==> src/rtl/alu_arb_pkg.sv <==
// Shared constants for the ALU share arbiter: ALU operation codes, port
// indices and the operation driven onto the ALU while no port is granted.
package alu_arb_pkg;

  localparam logic [3:0] ALU_AND = 4'b0000;
  localparam logic [3:0] ALU_OR  = 4'b0001;
  localparam logic [3:0] ALU_ADD = 4'b0010;
  localparam logic [3:0] ALU_SUB = 4'b0110;
  localparam logic [3:0] ALU_SLL = 4'b0111;

  // ADD with zero operands keeps the ALU inputs quiet between requests.
  localparam logic [3:0] ALU_IDLE_OP = ALU_ADD;

  localparam int PORT_EX   = 0;
  localparam int PORT_BR   = 1;
  localparam int NUM_PORTS = 2;

endpackage

==> src/rtl/alu_arb_rsp_slot.sv <==
// One response slot: holds an ALU result plus its zero flag until the
// consumer takes it. A clear drops the slot regardless of the handshake.
module alu_arb_rsp_slot #(
  parameter int WIDTH = 32
) (
  input  logic             clk,
  input  logic             rst_n,
  input  logic             load,
  input  logic             clear,
  input  logic             rsp_ready,
  input  logic [WIDTH-1:0] d_result,
  input  logic             d_zero,
  output logic             rsp_valid,
  output logic [WIDTH-1:0] rsp_result,
  output logic             rsp_zero,
  output logic             free
);

  // Slot accepts a new result when empty or being drained this cycle.
  always_comb begin
    free = ~rsp_valid | rsp_ready;
  end

  // Slot state: clear wins, then refill, then drain; data only moves on load.
  always_ff @(posedge clk or negedge rst_n) begin
    if (!rst_n) begin
      rsp_valid  <= 1'b0;
      rsp_result <= '0;
      rsp_zero   <= 1'b0;
    end else begin
      if (clear) begin
        rsp_valid <= 1'b0;
      end else if (load) begin
        rsp_valid <= 1'b1;
      end else if (rsp_ready) begin
        rsp_valid <= 1'b0;
      end
      if (load && !clear) begin
        rsp_result <= d_result;
        rsp_zero   <= d_zero;
      end
    end
  end

endmodule

==> src/rtl/alu_share_arbiter.sv <==
// Shares one combinational ALU between the EX stage (port 0) and the
// branch-compare unit (port 1). One grant per cycle, result registered into
// a per-port response slot one cycle later.
// Build option: define ALU_ARB_ROUND_ROBIN_EN for round-robin tie breaking;
// otherwise port 0 wins every tie and no pointer register exists.
module alu_share_arbiter
  import alu_arb_pkg::*;
#(
  parameter int WIDTH = 32,
  parameter int OPW   = 4
) (
  input  logic                  clk,
  input  logic                  rst_n,
  input  logic [1:0]            req_valid,
  output logic [1:0]            req_ready,
  input  logic [1:0][OPW-1:0]   req_op,
  input  logic [1:0][WIDTH-1:0] req_a,
  input  logic [1:0][WIDTH-1:0] req_b,
  input  logic                  flush0,
  output logic [WIDTH-1:0]      alu_a,
  output logic [WIDTH-1:0]      alu_b,
  output logic [OPW-1:0]        alu_op,
  input  logic [WIDTH-1:0]      alu_result,
  output logic [1:0]            rsp_valid,
  input  logic [1:0]            rsp_ready,
  output logic [1:0][WIDTH-1:0] rsp_result,
  output logic [1:0]            rsp_zero
);

  logic [1:0] free_p0;
  logic [1:0] elig_p0;
  logic [1:0] grant_p0;
  logic       tie_to_ex;
  logic       zero_p0;

`ifdef ALU_ARB_ROUND_ROBIN_EN
  logic last_grant;  // 1: port 1 was granted last, so port 0 wins the next tie

  // Remember which port won most recently; reset favours port 0.
  always_ff @(posedge clk or negedge rst_n) begin
    if (!rst_n) begin
      last_grant <= 1'b1;
    end else if (|grant_p0) begin
      last_grant <= grant_p0[PORT_BR];
    end
  end

  // Tie goes to the port not granted last.
  always_comb begin
    tie_to_ex = last_grant;
  end
`else
  // Fixed priority: EX always wins a tie.
  always_comb begin
    tie_to_ex = 1'b1;
  end
`endif

  // Eligibility and one-hot grant; nothing is granted while reset is held.
  always_comb begin
    elig_p0[PORT_EX] = rst_n & req_valid[PORT_EX] & free_p0[PORT_EX] & ~flush0;
    elig_p0[PORT_BR] = rst_n & req_valid[PORT_BR] & free_p0[PORT_BR];
    grant_p0 = 2'b00;
    if (elig_p0[PORT_EX] && (!elig_p0[PORT_BR] || tie_to_ex)) begin
      grant_p0[PORT_EX] = 1'b1;
    end else if (elig_p0[PORT_BR]) begin
      grant_p0[PORT_BR] = 1'b1;
    end
    req_ready = grant_p0;
  end

  // Drive the shared ALU from the winner, or park it on ADD 0,0 when idle.
  always_comb begin
    alu_a  = '0;
    alu_b  = '0;
    alu_op = OPW'(ALU_IDLE_OP);
    if (grant_p0[PORT_EX]) begin
      alu_a  = req_a[PORT_EX];
      alu_b  = req_b[PORT_EX];
      alu_op = req_op[PORT_EX];
    end else if (grant_p0[PORT_BR]) begin
      alu_a  = req_a[PORT_BR];
      alu_b  = req_b[PORT_BR];
      alu_op = req_op[PORT_BR];
    end
    zero_p0 = ~|alu_result;
  end

  // ---- stage boundary: ALU result captured into response slots ----
  alu_arb_rsp_slot #(.WIDTH(WIDTH)) u_slot_ex (
    .clk        (clk),
    .rst_n      (rst_n),
    .load       (grant_p0[PORT_EX]),
    .clear      (flush0),
    .rsp_ready  (rsp_ready[PORT_EX]),
    .d_result   (alu_result),
    .d_zero     (zero_p0),
    .rsp_valid  (rsp_valid[PORT_EX]),
    .rsp_result (rsp_result[PORT_EX]),
    .rsp_zero   (rsp_zero[PORT_EX]),
    .free       (free_p0[PORT_EX])
  );

  alu_arb_rsp_slot #(.WIDTH(WIDTH)) u_slot_br (
    .clk        (clk),
    .rst_n      (rst_n),
    .load       (grant_p0[PORT_BR]),
    .clear      (1'b0),
    .rsp_ready  (rsp_ready[PORT_BR]),
    .d_result   (alu_result),
    .d_zero     (zero_p0),
    .rsp_valid  (rsp_valid[PORT_BR]),
    .rsp_result (rsp_result[PORT_BR]),
    .rsp_zero   (rsp_zero[PORT_BR]),
    .free       (free_p0[PORT_BR])
  );

endmodule
==> config.mk <==
export PLATFORM = sky130hd
export DESIGN_NAME = alu_share_arbiter
export DESIGN_NICKNAME = d
export VERILOG_FILES = /design/src/rtl/alu_arb_pkg.sv /design/src/rtl/alu_arb_rsp_slot.sv /design/src/rtl/alu_share_arbiter.sv
export SDC_FILE = /design/constraint.sdc
export NUM_CORES = 1
export LEC_CHECK = 0
export BUFFER_PORTS_ARGS = -buffer_cell sky130_fd_sc_hd__buf_4
export CORE_AREA = 2 2 121 123
export CTS_BUF_LIST = sky130_fd_sc_hd__clkbuf_16
export DETAILED_ROUTE_END_ITERATION = 16
export DIE_AREA = 0 0 123 125
export PLACE_DENSITY = 0.54
export SLEW_MARGIN = 10
export SYNTH_ARGS = -nofsm -noshare
export SYNTH_HDL_FRONTEND = slang
export SYNTH_SLANG_ARGS = --single-unit
==> constraint.sdc <==
create_clock -name clk -period 2.4 [get_ports clk]
set_clock_uncertainty 0.05 [all_clocks]
set_input_delay 0.12 -clock clk [delete_from_list [all_inputs] [get_ports clk]]
set_output_delay 0.12 -clock clk [all_outputs]
set_load 0.1 [all_outputs]
# Word level (Yosys, flattened, before mapping)
# Cells that the tools add are included.
# classes
reduce_logical,6
n_mux,14
bitwise_logic,10
# op_table
operator,n
two-way mux 32 bit,4
OR reduction 32 bit,1
two-way mux 1 bit,8
two-way mux 4 bit,2
bitwise AND 1 bit,5
inverter 1 bit,3
nonzero test 3 bit,1
logical NOT 1 bit,2
OR 1 bit,2
nonzero test 2 bit,1
logical AND 1 bit,1
# word_totals
in_bits,175
out_inout_bits,138
word_cells,36
register_bits,68

# Longest topological paths before layout
# Gate-level depths: netlist of run 1.
# depth
depth_word,7
mapped_depth,9
ltp_nobuf,5

# By module
# From an unflattened synthesis of run 1, not the netlist that was laid out.
# unflattened
hier_cells,250
hier_area_um2,3657.3
# modules_own_cells
module,n_inst,area_per_inst_um2,cells_per_inst,seq_area_each_um2
alu_arb_rsp_slot,2,1435.1,75,850.8
alu_share_arbiter,1,787.0,100,0.0

# Worst setup path after synthesis of run 1
# OpenSTA, ideal clock, no wires.
# synth_timing
path_type,register to output
from,reg u_slot_ex.rsp_valid
to,out alu_b[12]
slack_ns,0.061
path_stages_with_launch,8
n_path_buf,3
required_time_ns,2.230
arrival_time_ns,2.169
cell_sequence,dfrtp_1 > nor2b_1 > or3_1 > buf_6 > clkinv_1 > buf_2 > buf_4 > a22o_1
# synth_between
elab_chain_cells,7
elab_cells_between_ends,8
cone_classes,mux: 4; bitwise: 4
# synth_rtl
element,line_no,source
start: declaration,alu_arb_rsp_slot.sv:13,"output logic rsp_valid,"
start signal: assignment,alu_arb_rsp_slot.sv:27,rsp_valid <= 1'b0;
start signal: assignment,alu_arb_rsp_slot.sv:32,rsp_valid <= 1'b0;
start signal: assignment,alu_arb_rsp_slot.sv:34,rsp_valid <= 1'b1;
inverter 1 bit (*),alu_arb_rsp_slot.sv:21,free = ~rsp_valid | rsp_ready;
OR 1 bit (*),alu_arb_rsp_slot.sv:21,
bitwise AND 1 bit (*) (2 in series),alu_share_arbiter.sv:61,elig_p0[PORT_EX] = rst_n & req_valid[PORT_EX] & free_p0[PORT_EX] & ~flush0;
two-way mux 1 bit,alu_share_arbiter.sv:64,if (elig_p0[PORT_EX] && (!elig_p0[PORT_BR] || tie_to_ex)) begin
two-way mux 32 bit,alu_share_arbiter.sv:81,end else if (grant_p0[PORT_BR]) begin
two-way mux 32 bit (*),alu_share_arbiter.sv:77,if (grant_p0[PORT_EX]) begin
end: declaration,alu_share_arbiter.sv:21,"output logic [WIDTH-1:0] alu_b,"
# Every way passes the cells marked *; elsewhere a longest branch is shown, timed or not.

# Worst setup path after layout of run 1
# layout_timing
from,reg u_slot_ex.rsp_valid
to,out alu_b[23]
# Same word-level chain as after synthesis.

==> results.py, run 1 <==
metrics = {
    "worst_setup_path": {
        "ff2ff_path_depth": 6,
        "start_kind": "flip-flop",
        "worstSetupPathType": "flip-flop to output port",
        "end_kind": "output port",
        "slowest_stage": "or3_4",
        "cp_num_cells": 6,
        "reg2reg_slack_ps": 280,
        "cp_top_family": "buffers and inverters",
        "required_ps": 2230,
        "cp_cell_sequence": "nor2b_1, or3_4, inv_6, bufbuf_16, a22o_1, buf_6",
        "arrival_ps": 2120,
        "path_max_fanout": 17,
        "crit_path_max_incr_delay_ps": 430,
        "crit_buf_inv": 3,
    },
    "power": {
        "power_density_nw_per_um2": 947,
        "power_w": 0.00627,
        "p_int_w": 0.00303,
        "clock_power_share_pct": 20.8,
        "irDropWorstVdd_mv": 0.555,
        "p_leak_nw": 3.27,
        "seqPwrFrac_pct": 23.7,
        "p_switching_w": 0.00324,
        "swShare_pct": 51.7,
        "p_comb_share_pct": 55.5,
    },
    "yosys": {
        "synth.top_cell.area_share_pct": 50.7,
        "synthTopCellsByArea": "dfrtp_1, mux2_2, a22o_1",
        "synth_area_um2": 3360,
        "ys_seq_elements": 68,
        "avgSynthCellArea_um2": 13.3,
        "ys_seq_area_share_pct": 50.7,
        "ys_warn_count": 0,
        "ys_types": 22,
        "synth_nets": 427,
        "syn_inst": 252,
        "yosys.area.top_type": "dfrtp_1",
    },
    "min_path": {
        "hold_depth": 2,
        "worstHoldPathType": "primary input to flip-flop",
    },
    "final_layout": {
        "nFillCells": 1344,
        "final_common_cell": "buf_4",
        "multiInputGateArea_um2": 1470,
        "area_growth_pct": 97.2,
        "layout-drive-gt1-share_pct": 69.8,
        "nets": 749,
        "layout_common_cells": "buf_4, dfrtp_1, a22o_1",
        "final_util_pct": 46.6,
        "ff_latch_area_um2": 1700,
        "final_cells": 763,
        "diodes": 0,
    },
    "drt": {
        "num_vias": 3535,
        "ant_nets": 0,
        "drc": 0,
        "routed_wl_um": 15000,
        "initialDrtViolationCount": 100,
        "vias_per_cell": 4.63,
        "first_pass_iters": 4,
        "wl_per_cell_um": 19.7,
    },
    "clock_network": {
        "htree_levels": 3,
        "path_clk_slew_ps": 60,
        "cts_tree": "built",
        "clkSinkCount": 68,
        "clk_latency_ps": 320,
        "cts_root_buffer": "clkbuf_16",
        "cts_max_path_buffers": 2,
        "cts_buffers": 9,
    },
    "sta": {
        "finalSetupViolCount": 0,
        "max_freq_mhz": 436,
        "rsz0062_at_grt": "no",
        "fin_crit_ps": 2290,
        "drv_slew": 0,
        "period_share_pct": 95.6,
        "slew_headroom_pct": 50.7,
        "worst_pin_slew_ps": 739,
        "whs_ps": 6.20,
        "fin_tns_setup_ps": 0,
        "finalHoldViolations": 0,
    },
    "grt": {
        "grt_use_met2_pct": 31.4,
        "gr-max-usage-layer": "met2",
        "grt_use_met3_pct": 5.06,
        "grt_pass1_wl_um": 21600,
        "grt_usage_pct": 18.7,
        "grt-ovfl-total": 0,
        "grt_antenna_before_repair": 0,
        "grt_max_degree": 70,
        "grt_use_met1_pct": 22.6,
        "grt_pass1_vias": 3744,
    },
    "floorplanning": {
        "die_area_um2": 15400,
        "io_pins": 313,
        "start_util_pct": 23.6,
        "rows": 44,
        "fp.dieH_um": 125,
        "die_w_um": 123,
        "fp.coreArea_um2": 14200,
    },
    "status": {
        "status": "completed",
    },
    "place": {
        "io_buffers": 312,
        "dpl.hpwl_um": 11100,
        "gp_congestion": 0.826,
        "dp.cells": 724,
    },
    "flow_run": {
        "cap_violations": 0,
    },
}
power groups by stage:
stage	registers, W	clock network (W)	logic [W]
finish	0.00149	0.00130	0.00348
global route	0.00152	0.00139	0.00357
CTS	0.00149	0.00134	0.00349
detailed placement	0.00150	0	0.00339
global placement	0.00150	0	0.00338
floorplan	0.00311	0	0.000918
layout make-up:
class                   instances  area share (%)
clock buffers                   9            3.40
clock inverters                 7            1.02
inverters                       2           0.302
multi-input cells             154            22.2
flip-flops and latches         68            25.7
well taps                     184            3.48
repair buffers                339            43.9
cell usage after synthesis, drive strengths merged:
library cell	instances
dfrtp	68
a22o	67
mux2	66
buf	20
clkbuf	8
nor4	8
nand2	2
nand2b	2
nand4	2
nor2	2
a21oi	1
clkinv	1
inv	1
nand3	1
nor2b	1
o22a	1
or3	1
final timing paths:
check	from	to
worst max-delay path	u_slot_ex.rsp_valid$_DFFE_PN0P_	alu_b[23]
max in group asynchronous	rst_n	u_slot_ex.rsp_zero$_DFFE_PN0P_
worst min-delay path	alu_result[30]	u_slot_ex.rsp_result[30]$_DFFE_PN0P_
min in group asynchronous	rst_n	u_slot_ex.rsp_result[31]$_DFFE_PN0P_
worst min register to register	u_slot_br.rsp_result[23]$_DFFE_PN0P_	u_slot_br.rsp_result[23]$_DFFE_PN0P_
worst max register to register	u_slot_ex.rsp_valid$_DFFE_PN0P_	u_slot_br.rsp_result[8]$_DFFE_PN0P_
per-stage QoR:
stage / setup slack (ps) / cell area, um^2
5_1_grt: 16.5 / 6620
6_report: 107 / 6620
3_5_place_dp: 162 / 5790
4_1_cts: 75.7 / 6600
3_3_place_gp: 192 / 5790
2_1_floorplan: 61.0 / 3360
flip-flops by register name (all words and copies together), names as in the netlist:
register	cells
u_slot_ex.rsp_valid	1
u_slot_ex.rsp_zero	1
u_slot_br.rsp_valid	1
u_slot_ex.rsp_result	32
u_slot_br.rsp_zero	1
u_slot_br.rsp_result	32
repair_timing:
action	CTS	global route
gates resized for setup	69	6
hold endpoints to repair	39	0
buffers inserted	2	0
pin swaps	0	0
gates cloned	2	0
endpoints found under the setup margin	68	10
hold buffers	19	0
routing by layer:
metal  share of wire, %  up-vias
met5                  0        -
met2                 50      178
met1                 40     1723
li1                   -     1612
met3                7.7       22
met4                2.8        0
cell families after synthesis:
logic type             synth area share (%)
and+or+nand+nor                        3.43
buffers and inverters                  5.77
muxes                                  22.2
AOI/OAI and AO/OA                      17.9
DFF                                    50.7
Power figures use the tool's default switching activity.
==> inputs of run 2 (changes only) <==
--- a/config.mk
+++ b/config.mk
@@ -10,7 +10,9 @@
 export CTS_BUF_LIST = sky130_fd_sc_hd__clkbuf_16
 export DETAILED_ROUTE_END_ITERATION = 16
 export DIE_AREA = 0 0 123 125
+export GPL_TIMING_DRIVEN = 0
 export PLACE_DENSITY = 0.54
+export RECOVER_POWER = 50
 export SLEW_MARGIN = 10
 export SYNTH_ARGS = -nofsm -noshare
 export SYNTH_HDL_FRONTEND = slang
==> results.py, run 2 (same netlist as run 1, synthesis figures left out) <==
metrics = {
    "power": {
        "power_density_nw_per_um2": 924,
        "irDropWorstVdd_mv": 0.514,
        "power_w": 0.00627,
        "p_leak_nw": 3.26,
    },
    "worst_setup_path": {
        "worstSetupPathType": "flip-flop to output port",
        "start_kind": "flip-flop",
        "path_max_fanout": 10,
        "crit_path_max_incr_delay_ps": 420,
        "crit_buf_inv": 4,
        "cp_cell_sequence": "nor2b_4, or3_4, clkinvlp_4, buf_6, buf_6, a22o_1, buf_12",
        "r2r-end": "u_slot_br.rsp_result[10]$_DFFE_PN0P_",
        "cp_num_cells": 7,
        "r2r-start": "u_slot_ex.rsp_valid$_DFFE_PN0P_",
        "required_ps": 2230,
        "ff2ff_path_depth": 8,
        "slowest_stage": "or3_4",
        "arrival_ps": 2130,
        "end_kind": "output port",
        "cp_top_family": "buffers and inverters",
        "crit_top_cell": "buf_6",
        "reg2reg_slack_ps": 150,
    },
    "final_layout": {
        "diodes": 0,
        "final_common_cell": "buf_4",
        "nFillCells": 1335,
        "area_growth_pct": 102,
        "final_cells": 803,
        "design_area_um2": 6780,
        "final_util_pct": 47.7,
        "layout_common_cells": "buf_4, clkbuf_1, dfrtp_1",
        "nets": 789,
        "layout-drive-gt1-share_pct": 60.9,
        "reg.largest.list": "u_slot_br.rsp_result (32), u_slot_ex.rsp_result (32)",
    },
    "clock_network": {
        "cts_buffers": 9,
        "cts_root_buffer": "clkbuf_16",
        "htree_levels": 3,
        "cts_max_path_buffers": 2,
        "clk_latency_ps": 330,
        "cts_tree": "built",
        "path_clk_slew_ps": 60,
        "clkSinkCount": 68,
    },
    "place": {
        "dpl.hpwl_um": 11600,
        "placed_area_um2": 5930,
        "dp.cells": 748,
        "gp_congestion": 0.822,
        "io_buffers": 312,
    },
    "grt": {
        "grt_usage_pct": 18.8,
        "grt_max_degree": 72,
        "grt_use_met1_pct": 23.8,
        "grt_pass1_vias": 3715,
        "grt_use_met2_pct": 31.7,
        "grt_use_met3_pct": 5.52,
        "grt_pass1_wl_um": 21700,
        "grt-ovfl-total": 0,
        "gr-max-usage-layer": "met2",
        "grt_antenna_before_repair": 0,
    },
    "floorplanning": {
        "die_area_um2": 15400,
        "fp.dieH_um": 125,
        "die_w_um": 123,
        "rows": 44,
        "io_pins": 313,
        "fp.coreArea_um2": 14200,
        "start_util_pct": 23.6,
    },
    "flow_run": {
        "cap_violations": 0,
    },
    "drt": {
        "routed_wl_um": 15200,
        "vias_per_cell": 4.52,
        "num_vias": 3631,
        "initialDrtViolationCount": 162,
        "ant_nets": 0,
        "drc": 0,
        "wl_per_cell_um": 18.9,
        "first_pass_iters": 4,
    },
    "min_path": {
        "worstHoldPathType": "primary input to async pin",
    },
    "sta": {
        "max_freq_mhz": 435,
        "whs_ps": -265,
        "worst_pin_slew_ps": 1250,
        "period_share_pct": 95.8,
        "slew_headroom_pct": 16.7,
        "finalSetupViolCount": 0,
        "fin_crit_ps": 2300,
        "finalHoldViolations": 68,
        "drv_slew": 0,
        "fin_tns_setup_ps": 0,
    },
    "status": {
        "status": "complete, but fails checks",
        "violations": "hold timing",
    },
}
[run 2: cell types whose count changed in the layout (fill, tap and decap cells not counted), moves of 9 or more]
cell           before  now
buf_4             261  219
buf_6              44   33
clkbuf_1            0   68
dlygate4sd3_1      19   30
buf_12              2   12
a22o_1             67   58
a22o_4              0    9
[run 2: layer usage]
layer  share of wire (%)  up-vias
met5                   0        -
met1                  42     1770
met2                  50      157
met3                 7.3       12
met4                 1.1        0
li1                    -     1692
[run 2: worst reg2reg max path, cell delays in order, from the launching register on]
cell	delay, ps
dfrtp_1	380
nor2b_4	130
or3_4	420
nand2b_4	140
buf_4	160
buf_4	140
buf_4	140
buf_4	220
mux2_2	360
[run 2: worst max path at each step]
stage               slack (ps)         to                            start
finish                     100  alu_b[19]  u_slot_ex.rsp_valid$_DFFE_PN0P_
global route                -2  alu_b[19]  u_slot_ex.rsp_valid$_DFFE_PN0P_
CTS                        -20   alu_a[2]  u_slot_ex.rsp_valid$_DFFE_PN0P_
detailed placement        -340  alu_b[16]                            rst_n
global placement          -320  alu_b[16]                            rst_n
floorplan                   60  alu_b[12]  u_slot_ex.rsp_valid$_DFFE_PN0P_
[run 2: final cells by class]
class,instances,area [um^2],share of cell area [%]
Buffer,26,189,2.79
Clock buffer,9,225,3.32
Clock inverter,7,98.8,1.46
Inverter,2,18.8,0.277
Multi-Input combinational cell,154,1550,22.9
Sequential cell,68,1700,25.1
Tap cell,184,230,3.40
Timing Repair Buffer,353,2760,40.7
[run 2: stage by stage]
stage	setup slack, ps	hold slack, ps
floorplan	61.0	-226
global placement	-324	235
detailed placement	-344	238
CTS	-23.2	-229
global route	-2.26	-202
finish	102	-265
[run 2: power breakdown]
part | total, W | switching, W | internal, W | leakage [nW]
registers | 0.00149 | 0.000116 | 0.00137 | 0.809
logic | 0.00334 | 0.00263 | 0.000715 | 2.30
clock network | 0.00144 | 0.000522 | 0.000917 | 0.156
[run 2: what timing repair did]
action / CTS / global route
hold buffers: 29 / 1
hold endpoints to repair: 117 / 69
setup endpoints to repair: 70 / 79
setup buffers: 10 / 0
cloned: 1 / 0
pin swaps: 2 / 1
resized for setup: 79 / 23
